==> src/rtl/alu_pkg.sv <==
// Shared ALU op-code constants and the arbiter state encoding.
// Used by the shared-ALU arbiter, which has the optional feature macro ALU_SHARE_ARB_RR_EN.
package alu_pkg;

    localparam logic [3:0] ALU_ADD     = 4'b0000;
    localparam logic [3:0] ALU_SUB     = 4'b1000;
    localparam logic [3:0] ALU_SLL     = 4'b0001;
    localparam logic [3:0] ALU_SLT     = 4'b0010;
    localparam logic [3:0] ALU_SLTU    = 4'b1010;
    localparam logic [3:0] ALU_XOR     = 4'b0100;
    localparam logic [3:0] ALU_SRL     = 4'b0101;
    localparam logic [3:0] ALU_SRA     = 4'b1101;
    localparam logic [3:0] ALU_OR      = 4'b0110;
    localparam logic [3:0] ALU_AND     = 4'b0111;
    localparam logic [3:0] ALU_LOADIMM = 4'b0011;

    typedef enum logic [1:0] {
        IDLE = 2'd0,
        EXEC = 2'd1,
        RESP = 2'd2
    } arb_state_t;

    function automatic logic [1:0] onehot2(input logic id);
        return id ? 2'b10 : 2'b01;
    endfunction

endpackage

==> src/rtl/alu_share_arb_arb2_sel.sv <==
// Combinational two-way winner select; on a tie the pointer input picks the winner.
// Tie the pointer to 0 for fixed priority toward requester 0.
module arb2_sel (
    input  logic [1:0] req,
    input  logic       ptr,
    output logic       any,
    output logic       win
);

    assign any = |req;
    assign win = (&req) ? ptr : ~req[0];

endmodule

==> src/rtl/alu_share_arb.sv <==
// Shares one ALU between two requesters: capture, hold ALU inputs for ALU_LAT edges, return result.
// Define ALU_SHARE_ARB_RR_EN for round-robin tie-breaking; otherwise requester 0 wins ties.
module alu_share_arb
    import alu_pkg::*;
#(
    parameter int ALU_LAT = 1,
    parameter int W       = 32
) (
    input  logic         clk,
    input  logic         rst_n,
    input  logic [1:0]   req_valid,
    output logic [1:0]   req_ready,
    input  logic [3:0]   req0_ctl,
    input  logic [3:0]   req1_ctl,
    input  logic [W-1:0] req0_a,
    input  logic [W-1:0] req0_b,
    input  logic [W-1:0] req1_a,
    input  logic [W-1:0] req1_b,
    output logic [1:0]   rsp_valid,
    input  logic [1:0]   rsp_ready,
    output logic [W-1:0] rsp_result,
    output logic         rsp_zero,
    output logic [3:0]   alu_ctl,
    output logic [W-1:0] alu_a,
    output logic [W-1:0] alu_b,
    input  logic [W-1:0] alu_result,
    input  logic         alu_zero,
    output logic         busy,
    output logic         grant_id
);

    localparam int CW = (ALU_LAT > 0) ? $clog2(ALU_LAT + 1) : 1;

    arb_state_t    state;
    arb_state_t    state_nxt;
    logic [CW-1:0] cnt;
    logic          ptr;
    logic          any_req;
    logic          win_id;
    logic          req_hs;
    logic          rsp_hs;

`ifdef ALU_SHARE_ARB_RR_EN
    // The pointer prefers the requester that was not served last.
    always_ff @(posedge clk) begin
        if (!rst_n) begin
            ptr <= 1'b0;
        end else if (rsp_hs) begin
            ptr <= ~grant_id;
        end
    end
`else
    assign ptr = 1'b0;
`endif

    arb2_sel u_sel (
        .req (req_valid),
        .ptr (ptr),
        .any (any_req),
        .win (win_id)
    );

    assign req_ready = (rst_n && state == IDLE && any_req) ? onehot2(win_id) : 2'b00;
    assign req_hs    = |(req_valid & req_ready);
    assign rsp_hs    = (state == RESP) && rsp_ready[grant_id];
    assign rsp_valid = (rst_n && state == RESP) ? onehot2(grant_id) : 2'b00;
    assign busy      = (state != IDLE);

    always_ff @(posedge clk) begin
        if (!rst_n) begin
            state <= IDLE;
        end else begin
            state <= state_nxt;
        end
    end

    always_comb begin
        state_nxt = state;
        case (state)
            IDLE:    if (req_hs) state_nxt = EXEC;
            EXEC:    if (cnt == '0) state_nxt = RESP;
            RESP:    if (rsp_hs) state_nxt = IDLE;
            default: state_nxt = IDLE;
        endcase
    end

    // ALU inputs only change on the request handshake, so they stay stable through EXEC and RESP.
    always_ff @(posedge clk) begin
        if (!rst_n) begin
            alu_ctl    <= '0;
            alu_a      <= '0;
            alu_b      <= '0;
            grant_id   <= 1'b0;
            cnt        <= '0;
            rsp_result <= '0;
            rsp_zero   <= 1'b0;
        end else begin
            case (state)
                IDLE: begin
                    if (req_hs) begin
                        alu_ctl  <= win_id ? req1_ctl : req0_ctl;
                        alu_a    <= win_id ? req1_a   : req0_a;
                        alu_b    <= win_id ? req1_b   : req0_b;
                        grant_id <= win_id;
                        cnt      <= CW'(ALU_LAT);
                    end
                end
                EXEC: begin
                    if (cnt == '0) begin
                        rsp_result <= alu_result;
                        rsp_zero   <= alu_zero;
                    end else begin
                        cnt <= cnt - CW'(1);
                    end
                end
                default: begin
                end
            endcase
        end
    end

endmodule

==> config.mk <==
export PLATFORM = sky130hd
export DESIGN_NAME = alu_share_arb
export DESIGN_NICKNAME = d
export VERILOG_FILES = /design/src/rtl/alu_pkg.sv /design/src/rtl/alu_share_arb_arb2_sel.sv /design/src/rtl/alu_share_arb.sv
export SDC_FILE = /design/constraint.sdc
export NUM_CORES = 1
export LEC_CHECK = 0
export ABC_AREA = 1
export CAP_MARGIN = 20
export CORE_MARGIN = 4
export CORE_UTILIZATION = 40
export DETAILED_ROUTE_END_ITERATION = 10
export PLACE_DENSITY_LB_ADDON = 0.08
export SETUP_SLACK_MARGIN = 0.1
export SLEW_MARGIN = 10
export SYNTH_ARGS = -nofsm -noshare
export SYNTH_HDL_FRONTEND = slang
export SYNTH_SLANG_ARGS = --single-unit
==> constraint.sdc <==
create_clock -name clk -period 4.3 [get_ports clk]
set_clock_uncertainty 0.1 [all_clocks]
set_input_delay 1.29 -clock clk [delete_from_list [all_inputs] [get_ports clk]]
set_output_delay 1.29 -clock clk [all_outputs]
set_load 0.05 [all_outputs]
# Yosys cells after proc, flatten, opt, wreduce, memory -nomap -nowiden
# Index checks and enable logic that the tools add are counted.
# totals
ff_bits,105
out_inout_bits,107
inputBits,175
elab_cells,49
# op_classes
bitwise,3
n_mux,17
n_eq_ne,5
n_reduce_logical,14
n_addsub,1
magnitude_cmp,1
# ops
operator,count
2-to-1 mux 32 bit,2
2-to-1 mux 2 bit,7
AND reduction 2 bit,4
"inequality test 2 bit, second input constant",3
one-hot mux 2 bit (3 select lines),1
2-to-1 mux 1 bit,5
logical AND 1 bit,4
2-to-1 mux 4 bit,1
nonzero test 2 bit,2
OR reduction 2 bit,2
AND reduction 3 bit,1
AND 2 bit,1
"== test 2 x 1 -> 1 bit, second input constant",1
"== test 2 bit, second input constant",1
logical NOT 2 bit,1
"less-than comparator 1 x 2 -> 1 bit, second input constant",1
inverter 1 bit,2
one-hot mux 1 bit (2 select lines),1
"subtractor 1 bit, second input constant",1

# Depth between registers and ports, before layout
# depth
depth_word,8
mapped_depth,8
depth_no_buf,6

# By module
# From an unflattened synthesis, not the netlist that was laid out.
# hier_totals
cells_unflattened,854
area_unflattened_um2,5243.8
# modules_own_cells
mod,seq_area_each_um2,cells_per_inst,n_inst,area_each_um2
alu_share_arb,2102.0,849,1,5225.0
arb2_sel,0.0,5,1,18.8

# Worst setup path before layout
# Ideal clock, no wire load.
# synth_path
path_kind,input to output
startpoint,in req_valid[0]
endpoint,out req_ready[1]
slack_ns,0.686
path_stages,6
required_ns,2.910
path_buffers,2
arrival_time_ns,2.224
cell_sequence,buf_2 > nor2_1 > nor2_4 > buf_2 > nand3_1 > inv_1
# synth_via
elab_chain_len,4
word_cells_on_any_way,7
classes_between,mux: 3; bitwise: 1; reduce/logical: 3
# synth_lines
element,line_no,rtl
from (decl),alu_share_arb.sv:11,"input logic [1:0] req_valid,"
AND reduction 2 bit or inverter 1 bit (tied branches),alu_share_arb_arb2_sel.sv:11,assign win = (&req) ? ptr : ~req[0];
2-to-1 mux 1 bit,alu_share_arb_arb2_sel.sv:11,
2-to-1 mux 2 bit,alu_pkg.sv:24,return id ? 2'b10 : 2'b01;
2-to-1 mux 2 bit *,alu_share_arb.sv:63,assign req_ready = (rst_n && state == IDLE && any_req) ? onehot2(win_id) : 2'b00;
to (decl),alu_share_arb.sv:12,"output logic [1:0] req_ready,"
# Every way passes the cells marked *; elsewhere a longest branch is shown, timed or not.

# Worst setup path after layout
# layout_path
startpoint,in rst_n
endpoint,out req_ready[1]
# layout_via
elab_chain_len,3
# layout_lines
element,line_no,rtl
from (decl),alu_share_arb.sv:10,"input logic rst_n,"
logical AND 1 bit (2 in series),alu_share_arb.sv:63,
2-to-1 mux 2 bit,alu_share_arb.sv:63,
# No other way between the ends.

==> key figures <==
Status
  – Run status: completed

Timing
  – Fmax: about 260 MHz
  – Final WS setup: 0.401 ns
  – Final Setup Violations: 0
  – Max Slew Vio Count: 0
  – Max-slew headroom: 27.3%
  – Period Utilization, post-route: 90.7%
  – Tmin final: 3.90 ns
  – Setup TNS: 0 ns
  – Worst-margin pin slew: 1.09 ns
  – Final Hold Vio Count: 0
  – RSZ-0062 raised after global routing: false

Floorplan
  – I/O pins: 282
  – Die ar.: 13,400 um2
  – Die Span Y: 116 um
  – Die X: between 100 and 150 um
  – Initial core utilization: between 40% and 50%
  – Rows: 39
  – Core ar.: 11,400 um2

Synthesis
  – Asr flop ratio synth: 0%
  – YS warnings: 0
  – Mapped Avg Cell Area: between 6 and 7 um2
  – Post-synth top cells: 344 x nand2_1, 105 x dfxtp_1, 104 x a21oi_1, 71 x nand3_1, 27 x buf_2
  – Synth Flop Type: dfxtp_1
  – Synth unique cells: 15
  – Seq/Total Area, Yosys: 45.3%
  – Post-synthesis register bit count: 105
  – Area of the mapped netlist: 4640 um2
  – Yosys top cell area share: 45.3%
  – Post-synth EDFFs: 0
  – Top cells by area, synth: dfxtp_1 45%, nand2_1 28%, a21oi_1 11%, nand3_1 7.7%, buf_2 2.9%
  – Area leader, netlist: dfxtp_1
  – Post-Syn Instances: 698
  – Synth Net Count: 873
  – Most common cell in the netlist: nand2_1

Drt
  – First-pass iteration count of the detailed router: 4
  – Via count: 5,336
  – Vias/cell: 4.89
  – 1st-iter DRT viols: 299
  – Routed Antenna Nets: 0
  – DRC: 0
  – Final WL: ~16,000 um
  – Routed len/inst: about 15 um

Clocking
  – TritonCTS Sinks: between 100 and 150
  – Number of H-tree levels: 3
  – Worst-skew pair later-pin latency: 0.34 ns
  – CTS tree: done
  – CTS Root Cell: clkbuf_16
  – CTS resizes: 0
  – Post-CTS Setup Bufs: 0
  – Post-cts hold buffer count: 0
  – CTS buffer count: 9
  – CTS Buffer Depth: 2
  – Clock transition at path regs: about 0.060 ns

Critical path
  – Crit path launch type: input port
  – Crit path capture type: output pin
  – CP Data Arrival Time: 2.51 ns
  – Crit Path Max Fanout: 4
  – Worst Path Buf+Inv: 4
  – Max stage delay cell, worst path: clkdlybuf4s50_1
  – Crit path kind: in -> out
  – CP required: 2.91 ns
  – Largest stage delay on the critical path: 0.55 ns
  – Top delay family on crit path: buffers and inverters
  – Worst path cell trace: clkdlybuf4s50_1, clkinv_2, nor2_4, nand3_1, inv_1, buf_12
  – Crit path launch: rst_n
  – Worst flop-to-flop path startpoint: state[1]

Global routing
  – Largest net degree at the start of global routing: ~110
  – Antenna violations before repair: 0
  – First-pass GRT wire length: ~25,000 um
  – All-Layer GR Usage: 23.5%
  – Overflow after GRT: 0
  – Vias in the first global route: ~5.2k

Layout
  – # fillers: 994
  – Antenna diode count: 0
  – Nets: 1,120
  – Share of layout cells above drive strength 1: between 3 and 4%
  – Synth-to-Final Area Change: 67.3%
  – Util after Layout: around 68%
  – Final Non-Filler Cells: about 1.1k

Place
  – Port Buffers: 281
  – Post-DP HPWL: 12,000 um
  – Inst Count DP: 1,077
  – Pre-CTS setup slack: 0.412 ns
  – Global placement routability congestion: ~0.81

Power and ir drop
  – Pleak: between 3 and 4 nW
  – Peak supply drop: 0.000173 V
  – Pwr Density: 338 nW/um2
  – Tot Pwr: ~2.6 mW

Worst hold path
  – Worst Hold Launch: alu_b[24]
  – Min-delay worst type: reg -> reg

Flow run
  – Max Cap Viol: 0
## cell families after synthesis
| kind of cell | count (synthesis) | share of synthesized area (%) |
|---|---|---|
| AO/OA/AOI/OAI | 105 | 11.4 |
| buffers and inverters | 64 | 6.39 |
| flip-flops | 105 | 45.3 |
| AND/OR/NAND/NOR | 424 | 36.9 |
## power by group
part / switching, mW / total, mW / internal [mW] / leakage, nW
sequential: 0.0323 / 1.06 / 1.03 / 0.857
combinational: 0.445 / 0.757 / 0.312 / 2.11
clock: 0.350 / 0.798 / 0.447 / 0.131
## layer usage
layer  part of all wire [%]  global-route usage [%]  routed length (um)
met1                     37                    25.2                6040
met2                     50                    42.4                8050
met5                      0                       0                   0
met4                    3.7                    10.6                 591
met3                    9.2                    7.26                1490
## through the flow
stage	hold WS [ns]	instance area, um2
4_1_cts	0.366	7760
6_report	0.364	7760
3_5_place_dp	0.355	7470
5_1_grt	0.377	7760
3_3_place_gp	0.351	7470
2_1_floorplan	0.343	4640
## cell type report
cell class                 instances  area (um2)  share of cell area (%)
tap                              143         179                    2.31
clock buffer                      10         229                    2.95
sequential                       105        2100                    27.1
inverter                          11        42.5                   0.548
multi-input combinational        529        2240                    28.9
timing repair buffer             289        2910                    37.5
clock inverter                     5        57.6                   0.742
## cell usage in the layout, fill, tap and decap left out, drive strengths merged
cell             n
o31ai            1
clkbuf          10
a21oi          104
buf             13
nand3           72
clkdlybuf4s50  276
dfxtp          105
inv             10
nor2             7
bufinv           1
clkinv           2
clkinvlp         3
nand2          345
## state kept, by name, indices dropped and copies added (netlist names)
signal,count
state,2
cnt,1
rsp_zero,1
alu_a,32
alu_b,32
grant_id,1
alu_ctl,4
rsp_result,32
## path summary, 6_finish.rpt
path / end / slack, ns / cells after the start
max: req_ready[1] / 0.40 / 6
min: alu_b[24] / 0.36 / 2
max reg2reg: alu_a[29] / 1.88 / 5
min reg2reg: alu_b[24] / 0.36 / 2
## tightest hold or removal path: stages (launching register included)
cell and delay, ns:
dfxtp_1 0.31, nand2_1 0.06, a21oi_1 0.05
Power figures use the tool's default switching activity.
